<file path="src/rtl/axi4_types_pkg.sv">
// Shared types for the AXI4 write-path arbiter: FSM state, AXI burst/resp
// encodings and the helper that sizes the master-index field.
package axi4_types_pkg;

    typedef enum logic {
        ARB_IDLE  = 1'b0,
        ARB_GRANT = 1'b1
    } axi4_arb_state_e;

    typedef enum logic [1:0] {
        BURST_FIXED = 2'b00,
        BURST_INCR  = 2'b01,
        BURST_WRAP  = 2'b10
    } axi4_burst_e;

    typedef enum logic [1:0] {
        RESP_OKAY   = 2'b00,
        RESP_EXOKAY = 2'b01,
        RESP_SLVERR = 2'b10,
        RESP_DECERR = 2'b11
    } axi4_resp_e;

    // Width of the master-index field; never narrower than one bit.
    function automatic int axi4_idx_w(input int n);
        return (n <= 1) ? 1 : $clog2(n);
    endfunction

endpackage

</file>
<file path="src/rtl/axi4_rr_arb.sv">
// Combinational round-robin picker: grants the first requester at or after
// rr_ptr, wrapping modulo N_MST.
module axi4_rr_arb #(
    parameter int N_MST = 2,
    parameter int IDX_W = 1
) (
    input  logic [N_MST-1:0] req,
    input  logic [IDX_W-1:0] rr_ptr,
    output logic [IDX_W-1:0] gnt_idx,
    output logic             gnt_vld
);

    // Pick the requester with the smallest rotational distance from rr_ptr.
    always_comb begin
        int best;
        int off;
        best    = N_MST;
        off     = 0;
        gnt_idx = '0;
        gnt_vld = 1'b0;
        for (int i = 0; i < N_MST; i++) begin
            off = i - int'(rr_ptr);
            if (off < 0) begin
                off = off + N_MST;
            end
            if (req[i] && (off < best)) begin
                best    = off;
                gnt_idx = IDX_W'(i);
                gnt_vld = 1'b1;
            end
        end
    end

endmodule

</file>
<file path="src/rtl/axi4_wr_arbiter.sv">
// Round-robin AXI4 write-channel arbiter: N_MST masters share one AW/W/B
// path. W stays locked to the AW winner until its WLAST; AWID is extended
// with the master index so B can be routed back without any state.
module axi4_wr_arbiter
    import axi4_types_pkg::*;
#(
    parameter int  N_MST  = 2,
    parameter int  ADDR_W = 32,
    parameter int  DATA_W = 64,
    parameter int  ID_W   = 4,
    parameter int  USER_W = 1,
    localparam int STRB_W = DATA_W / 8,
    localparam int IDX_W  = axi4_idx_w(N_MST),
    localparam int SID_W  = ID_W + IDX_W
) (
    input  logic                       aclk,
    input  logic                       areset_n,
    input  logic [N_MST-1:0]           s_awvalid,
    output logic [N_MST-1:0]           s_awready,
    input  logic [N_MST*ID_W-1:0]      s_awid,
    input  logic [N_MST*ADDR_W-1:0]    s_awaddr,
    input  logic [N_MST*8-1:0]         s_awlen,
    input  logic [N_MST*3-1:0]         s_awsize,
    input  logic [N_MST*2-1:0]         s_awburst,
    input  logic [N_MST*USER_W-1:0]    s_awuser,
    input  logic [N_MST-1:0]           s_wvalid,
    input  logic [N_MST-1:0]           s_wlast,
    output logic [N_MST-1:0]           s_wready,
    input  logic [N_MST*DATA_W-1:0]    s_wdata,
    input  logic [N_MST*STRB_W-1:0]    s_wstrb,
    input  logic [N_MST*USER_W-1:0]    s_wuser,
    output logic [N_MST-1:0]           s_bvalid,
    input  logic [N_MST-1:0]           s_bready,
    output logic [N_MST*ID_W-1:0]      s_bid,
    output logic [N_MST*2-1:0]         s_bresp,
    output logic [N_MST*USER_W-1:0]    s_buser,
    output logic                       m_awvalid,
    input  logic                       m_awready,
    output logic [SID_W-1:0]           m_awid,
    output logic [ADDR_W-1:0]          m_awaddr,
    output logic [7:0]                 m_awlen,
    output logic [2:0]                 m_awsize,
    output logic [1:0]                 m_awburst,
    output logic [USER_W-1:0]          m_awuser,
    output logic                       m_wvalid,
    output logic                       m_wlast,
    input  logic                       m_wready,
    output logic [DATA_W-1:0]          m_wdata,
    output logic [STRB_W-1:0]          m_wstrb,
    output logic [USER_W-1:0]          m_wuser,
    input  logic                       m_bvalid,
    output logic                       m_bready,
    input  logic [SID_W-1:0]           m_bid,
    input  logic [1:0]                 m_bresp,
    input  logic [USER_W-1:0]          m_buser,
    output logic                       busy,
    output logic [IDX_W-1:0]           grant_idx,
    output logic                       err_bid
);

    axi4_arb_state_e   state_q, state_d;
    logic [IDX_W-1:0]  grant_q, grant_d;
    logic [IDX_W-1:0]  rr_ptr_q, rr_ptr_d;
    logic              aw_done_q, aw_done_d;
    logic              w_done_q, w_done_d;
    logic              err_bid_q, err_bid_d;

    logic [IDX_W-1:0]  arb_idx;
    logic              arb_vld;
    logic              in_grant;
    logic [N_MST-1:0]  grant_hit;
    logic [N_MST-1:0]  b_hit;
    logic [IDX_W-1:0]  b_idx;
    logic              b_idx_ok;
    logic              aw_hs;
    logic              wlast_hs;

    logic [ID_W-1:0]   awid_a    [N_MST];
    logic [ADDR_W-1:0] awaddr_a  [N_MST];
    logic [7:0]        awlen_a   [N_MST];
    logic [2:0]        awsize_a  [N_MST];
    logic [1:0]        awburst_a [N_MST];
    logic [USER_W-1:0] awuser_a  [N_MST];
    logic [DATA_W-1:0] wdata_a   [N_MST];
    logic [STRB_W-1:0] wstrb_a   [N_MST];
    logic [USER_W-1:0] wuser_a   [N_MST];

    logic              sel_awvalid, sel_wvalid, sel_wlast;
    logic [ID_W-1:0]   sel_awid;

    axi4_rr_arb #(.N_MST(N_MST), .IDX_W(IDX_W)) u_rr_arb (
        .req     (s_awvalid),
        .rr_ptr  (rr_ptr_q),
        .gnt_idx (arb_idx),
        .gnt_vld (arb_vld)
    );

    assign in_grant = (state_q == ARB_GRANT);
    assign b_idx    = m_bid[SID_W-1:ID_W];

    genvar gi;
    generate
        for (gi = 0; gi < N_MST; gi++) begin : g_mst
            assign awid_a[gi]    = s_awid[gi*ID_W +: ID_W];
            assign awaddr_a[gi]  = s_awaddr[gi*ADDR_W +: ADDR_W];
            assign awlen_a[gi]   = s_awlen[gi*8 +: 8];
            assign awsize_a[gi]  = s_awsize[gi*3 +: 3];
            assign awburst_a[gi] = s_awburst[gi*2 +: 2];
            assign awuser_a[gi]  = s_awuser[gi*USER_W +: USER_W];
            assign wdata_a[gi]   = s_wdata[gi*DATA_W +: DATA_W];
            assign wstrb_a[gi]   = s_wstrb[gi*STRB_W +: STRB_W];
            assign wuser_a[gi]   = s_wuser[gi*USER_W +: USER_W];

            assign grant_hit[gi] = in_grant && (grant_q == IDX_W'(gi));
            assign s_awready[gi] = grant_hit[gi] & m_awready & ~aw_done_q;
            assign s_wready[gi]  = grant_hit[gi] & m_wready & ~w_done_q;

            // B routing is stateless: the upper ID bits name the master.
            assign b_hit[gi]                     = (b_idx == IDX_W'(gi));
            assign s_bvalid[gi]                  = m_bvalid & b_hit[gi];
            assign s_bid[gi*ID_W +: ID_W]        = m_bid[ID_W-1:0];
            assign s_bresp[gi*2 +: 2]            = m_bresp;
            assign s_buser[gi*USER_W +: USER_W]  = m_buser;
        end
    endgenerate

    // Select the granted master's AW/W payload.
    always_comb begin
        sel_awvalid = 1'b0;
        sel_wvalid  = 1'b0;
        sel_wlast   = 1'b0;
        sel_awid    = '0;
        m_awaddr    = '0;
        m_awlen     = '0;
        m_awsize    = '0;
        m_awburst   = '0;
        m_awuser    = '0;
        m_wdata     = '0;
        m_wstrb     = '0;
        m_wuser     = '0;
        for (int i = 0; i < N_MST; i++) begin
            if (grant_q == IDX_W'(i)) begin
                sel_awvalid = s_awvalid[i];
                sel_wvalid  = s_wvalid[i];
                sel_wlast   = s_wlast[i];
                sel_awid    = awid_a[i];
                m_awaddr    = awaddr_a[i];
                m_awlen     = awlen_a[i];
                m_awsize    = awsize_a[i];
                m_awburst   = awburst_a[i];
                m_awuser    = awuser_a[i];
                m_wdata     = wdata_a[i];
                m_wstrb     = wstrb_a[i];
                m_wuser     = wuser_a[i];
            end
        end
    end

    assign m_awvalid = in_grant & ~aw_done_q & sel_awvalid;
    assign m_awid    = {grant_q, sel_awid};
    assign m_wvalid  = in_grant & ~w_done_q & sel_wvalid;
    assign m_wlast   = sel_wlast;
    assign aw_hs     = m_awvalid & m_awready;
    assign wlast_hs  = m_wvalid & m_wready & sel_wlast;

    // Out-of-range indices are swallowed so a bad ID can never stall B.
    assign b_idx_ok  = |b_hit;
    assign m_bready  = b_idx_ok ? |(s_bready & b_hit) : 1'b1;

    // Next-state: arbitrate in IDLE, leave GRANT once both AW and WLAST are done.
    always_comb begin
        state_d   = state_q;
        grant_d   = grant_q;
        rr_ptr_d  = rr_ptr_q;
        aw_done_d = aw_done_q;
        w_done_d  = w_done_q;
        err_bid_d = err_bid_q | (m_bvalid & ~b_idx_ok);
        case (state_q)
            ARB_IDLE: begin
                if (arb_vld) begin
                    state_d   = ARB_GRANT;
                    grant_d   = arb_idx;
                    aw_done_d = 1'b0;
                    w_done_d  = 1'b0;
                end
            end
            ARB_GRANT: begin
                aw_done_d = aw_done_q | aw_hs;
                w_done_d  = w_done_q | wlast_hs;
                if (aw_done_d && w_done_d) begin
                    state_d   = ARB_IDLE;
                    aw_done_d = 1'b0;
                    w_done_d  = 1'b0;
                    rr_ptr_d  = (grant_q == IDX_W'(N_MST-1)) ? '0 : grant_q + IDX_W'(1);
                end
            end
            default: state_d = ARB_IDLE;
        endcase
    end

    // State registers; reset abandons any burst in flight.
    always_ff @(posedge aclk or negedge areset_n) begin
        if (!areset_n) begin
            state_q   <= ARB_IDLE;
            grant_q   <= '0;
            rr_ptr_q  <= '0;
            aw_done_q <= 1'b0;
            w_done_q  <= 1'b0;
            err_bid_q <= 1'b0;
        end else begin
            state_q   <= state_d;
            grant_q   <= grant_d;
            rr_ptr_q  <= rr_ptr_d;
            aw_done_q <= aw_done_d;
            w_done_q  <= w_done_d;
            err_bid_q <= err_bid_d;
        end
    end

    assign busy      = in_grant;
    assign grant_idx = grant_q;
    assign err_bid   = err_bid_q;

endmodule

</file>
<file path="config.mk">
export PLATFORM = sky130hd
export DESIGN_NAME = axi4_wr_arbiter
export DESIGN_NICKNAME = d
export VERILOG_FILES = /design/src/rtl/axi4_types_pkg.sv /design/src/rtl/axi4_rr_arb.sv /design/src/rtl/axi4_wr_arbiter.sv
export SDC_FILE = /design/constraint.sdc
export NUM_CORES = 1
export LEC_CHECK = 0
export ABC_AREA = 1
export BUFFER_PORTS_ARGS = -buffer_cell sky130_fd_sc_hd__buf_2
export CAP_MARGIN = 20
export CELL_PAD_IN_SITES_DETAIL_PLACEMENT = 0
export CELL_PAD_IN_SITES_GLOBAL_PLACEMENT = 1
export CORE_AREA = 2 2 163 165
export CTS_CLUSTER_SIZE = 30
export DETAILED_ROUTE_END_ITERATION = 12
export DIE_AREA = 0 0 165 167
export HOLD_SLACK_MARGIN = 0.05
export MAX_ROUTING_LAYER = met4
export PLACE_DENSITY_LB_ADDON = 0.25
export SLEW_MARGIN = 20
export SYNTH_ARGS = -nofsm -noshare
export SYNTH_HDL_FRONTEND = slang
export SYNTH_SLANG_ARGS = --single-unit
</file>
<file path="constraint.sdc">
create_clock -name aclk -period 1.6 [get_ports aclk]
set_input_delay 0.24 -clock aclk [delete_from_list [all_inputs] [get_ports aclk]]
set_output_delay 0.24 -clock aclk [all_outputs]
set_load 0.005 [all_outputs]
</file>
==> impl_metrics.yaml <==
outcome:
  status: "finished with violations"
  failed_checks: "negative setup slack"
sta:
  finalClockSkew_ns: 0.00129
  setup_tns_ns: -1.21
  fin_crit_ns: 1.66
  rsz0062_at_grt: "yes"
  clock.fmax_mhz: 602
  hold_viol: 0
  setup_viol: 64
  timing.final.ws_setup_ns: -0.0601
  maxSlewViolCount: 0
  min_period_over_period: 1.04
floorplanning:
  rows: 59
  die-height_microns: 167
  initial_utilization: 0.0783
  die_x_microns: 165
  core_sq_mm: 0.0258
  die_area_sq_mm: 0.0276
  io_pins: 418
worst_setup_path:
  slowest_delay_ns: 0.56
  crit_family: "flip-flops"
  path_class: "reg -> out"
  crit_slowest_cell: "dfrtp_4"
  r2r_slack_ns: 0.10
  path_max_fanout: 9
  crit_end: "m_wdata[12]"
  worstPathCellList: "buf_12, buf_12, nand2_1, nand2_2, buf_6"
  required_ns: 1.36
  path_common_cell: "buf_12"
  r2r-end: "rr_ptr_q"
  crit_path_start: "grant_idx"
  path_depth: 5
  worst-path-buf-inv: 3
  cp-end-kind: "primary output"
  startpoint_type: "register"
  cp.arrival_ns: 1.42
  reg2reg_from: "grant_idx"
  reg2reg_depth: 9
synthesis:
  synth_top_area_cell: "nand2_1"
  synthTopCellsByArea: "nand2_1 (72%), buf_4 (7.1%), dfrtp_1 (6.2%)"
  yosysMostFrequentCell: "nand2_1"
  synth.distinct_cells: 20
  ys_seq_area_frac: 0.0620
  ys_seq_elements: 5
  muxShareOfSynthArea: 0.00558
  synthSimpleGateAreaFrac: 0.762
  yosys_warnings: 0
  synth_nets: 740
  synth_top_area_frac: 0.722
  synth_xor_xnor_area_share: 0
  synth_ff_type: "dfrtp_1"
  synth_common_cells: "nand2_1 (388), buf_4 (19), clkbuf_1 (13)"
  synthesis.area_sq_mm: 0.00202
  synthArstFlopShare: 1.00
  netlist_instances: 473
  avgSynthCellArea_sq_um: 4.26
  synth-edff-count: 0
  synth-compound-area-share: 0.0155
  synthAdderAreaFrac: 0
  synth_top_family_by_area: "simple AND/OR/NAND/NOR gates"
route:
  drc: 0
  firstDrtPassIters: 4
  wl_per_cell_microns: 14.0
  via_count: 4220
  wirelength_mm: 16.7
  vias_per_cell: 3.53
  first_iter_violations: 154
  ant_nets: 0
clock_tree:
  clk_pin_slew_ns: 0.03
  cts_buffers: 3
  h-tree-depth: 1
  clock_sinks: 5
  cts_tree: "done"
  clk_latency_ns: 0.23
  clock_path_buffers: 2
  clock_tree.root_cell: "clkbuf_16"
layout:
  fin_util: 0.202
  final_nets: 1127
  regArea_sq_um: 129
  multi_input_comb_area_sq_mm: 0.00189
  fillers: 2995
  drive_gt1_frac: 0.617
  finalNonFillerCells: 1195
  syn_to_final_growth_pct: 158
placed_design:
  dp_hpwl_mm: 11.6
  gp_congestion: 0.729
  portBuffers: 395
  placed_cells: 1168
global_routing:
  grt_max_degree: 71
  globalRouteTotalUtil: 0.0973
  globalRouteOverflowTotal: 0
  antenna_found_initial: 1
  grt_pass1_vias: 4020
  grt_first_pass_wirelength_mm: 20.0
pwr:
  p_sw_mw: 3.96
  p_leak_nw: 3.31
  power_frac_comb: 0.908
  p_sw_frac: 0.504
  power.internal_mw: 3.90
  clkPwrFrac: 0.052
  ir_worst_vdd_mv: 0.541
  powerDensity_mw_per_mm2: 1510
  power_frac_seq: 0.040
hold_path:
  holdCritPathClass: "in -> reg"
flow_run:
  drv_cap: 0
==> cell type report <==
cell class                      instances  area share
Sequential cell                         5      0.0248
Timing Repair inverter                  1     0.00169
Timing Repair Buffer                  426       0.502
Antenna cell                            1    0.000481
Clock buffer                            4      0.0152
Multi-Input combinational cell        411       0.364
Inverter                               12      0.0111
Tap cell                              335      0.0806
==> through the flow <==
| step | cell area [sq um] | hold WS (ns) | worst slack, ns | power (mW) |
|---|---|---|---|---|
| final | 5200 | 0.251 | -0.0601 | 7.86 |
| after global routing | 5200 | 0.263 | -0.0900 | 8.75 |
| after CTS | 4510 | 0.253 | -0.0462 | 6.16 |
| after detailed placement | 4280 | 0.0742 | 0.0927 | 5.30 |
| after global placement | 4280 | 0.0747 | 0.0991 | 5.41 |
| after floorplan | 2020 | -0.0556 | 0.296 | 2.85 |
==> power groups by stage <==
stage	clock network (mW)	registers (mW)	logic, mW
final	0.411	0.315	7.14
after global routing	0.427	0.327	8.00
after CTS	0.415	0.283	5.47
after detailed placement	0	0.272	5.03
after global placement	0	0.272	5.14
after floorplan	0	0.228	2.62
==> state kept, by name (all words and copies together) (netlist names) <==
register,flops
aw_done_q,1
grant_idx,1
rr_ptr_q,1
busy,1
w_done_q,1
==> cells in the final DEF, fill, tap and decap left out <==
master         count
nand2_1          298
diode_2            1
clkbuf_16         11
nand3_1            4
a31oi_1            2
nand2_2           80
dlygate4sd3_1      1
nor3_2             4
nor3_1             1
dfrtp_1            4
nand4_1            1
buf_12            10
dfrtp_4            1
nor2_1             3
clkbuf_1           1
a21oi_1            1
mux2_2             1
nand2_4           12
clkinv_8           1
a21oi_2            1
and2_4             1
buf_4              1
inv_1             11
buf_6             12
conb_1             1
buf_16             2
inv_6              1
buf_8              4
o21ai_1            1
buf_2            388
==> routing by layer <==
layer  GRT usage  part of all wire
met1      0.0889              0.39
met5           -                 0
met3      0.0271             0.088
met2       0.189              0.51
met4      0.0329             0.017
==> how the worst min path moves through the flow <==
stage | start | to | slack (ns) | cells after the start
final | s_awvalid[0] | grant_idx | 0.25 | 2
after global routing | s_awvalid[0] | grant_idx | 0.26 | 2
after CTS | s_awvalid[0] | grant_idx | 0.25 | 2
after detailed placement | areset_n | rr_ptr_q | 0.07 | 1
after global placement | areset_n | rr_ptr_q | 0.07 | 1
after floorplan | areset_n | aw_done_q | -0.06 | 0
==> timing repair <==
action | 4_1_cts | 5_1_grt
gates resized for setup | 21 | 118
pin swaps | 2 | 10
setup endpoints to repair | 120 | 120
buffers inserted | 2 | 4
endpoints found under the hold margin | 5 | 0
hold buffers | 1 | 0
cloned | 1 | 15
==> kinds of logic (layout without fill, tap and decap cells) <==
group,after synthesis,in the layout
mux,1,1
flops,5,5
buf+inv,57,443
other cells,1,2
compound gates,5,5
simple gates,404,404
No activity file was read; power rests on OpenSTA's default activity.
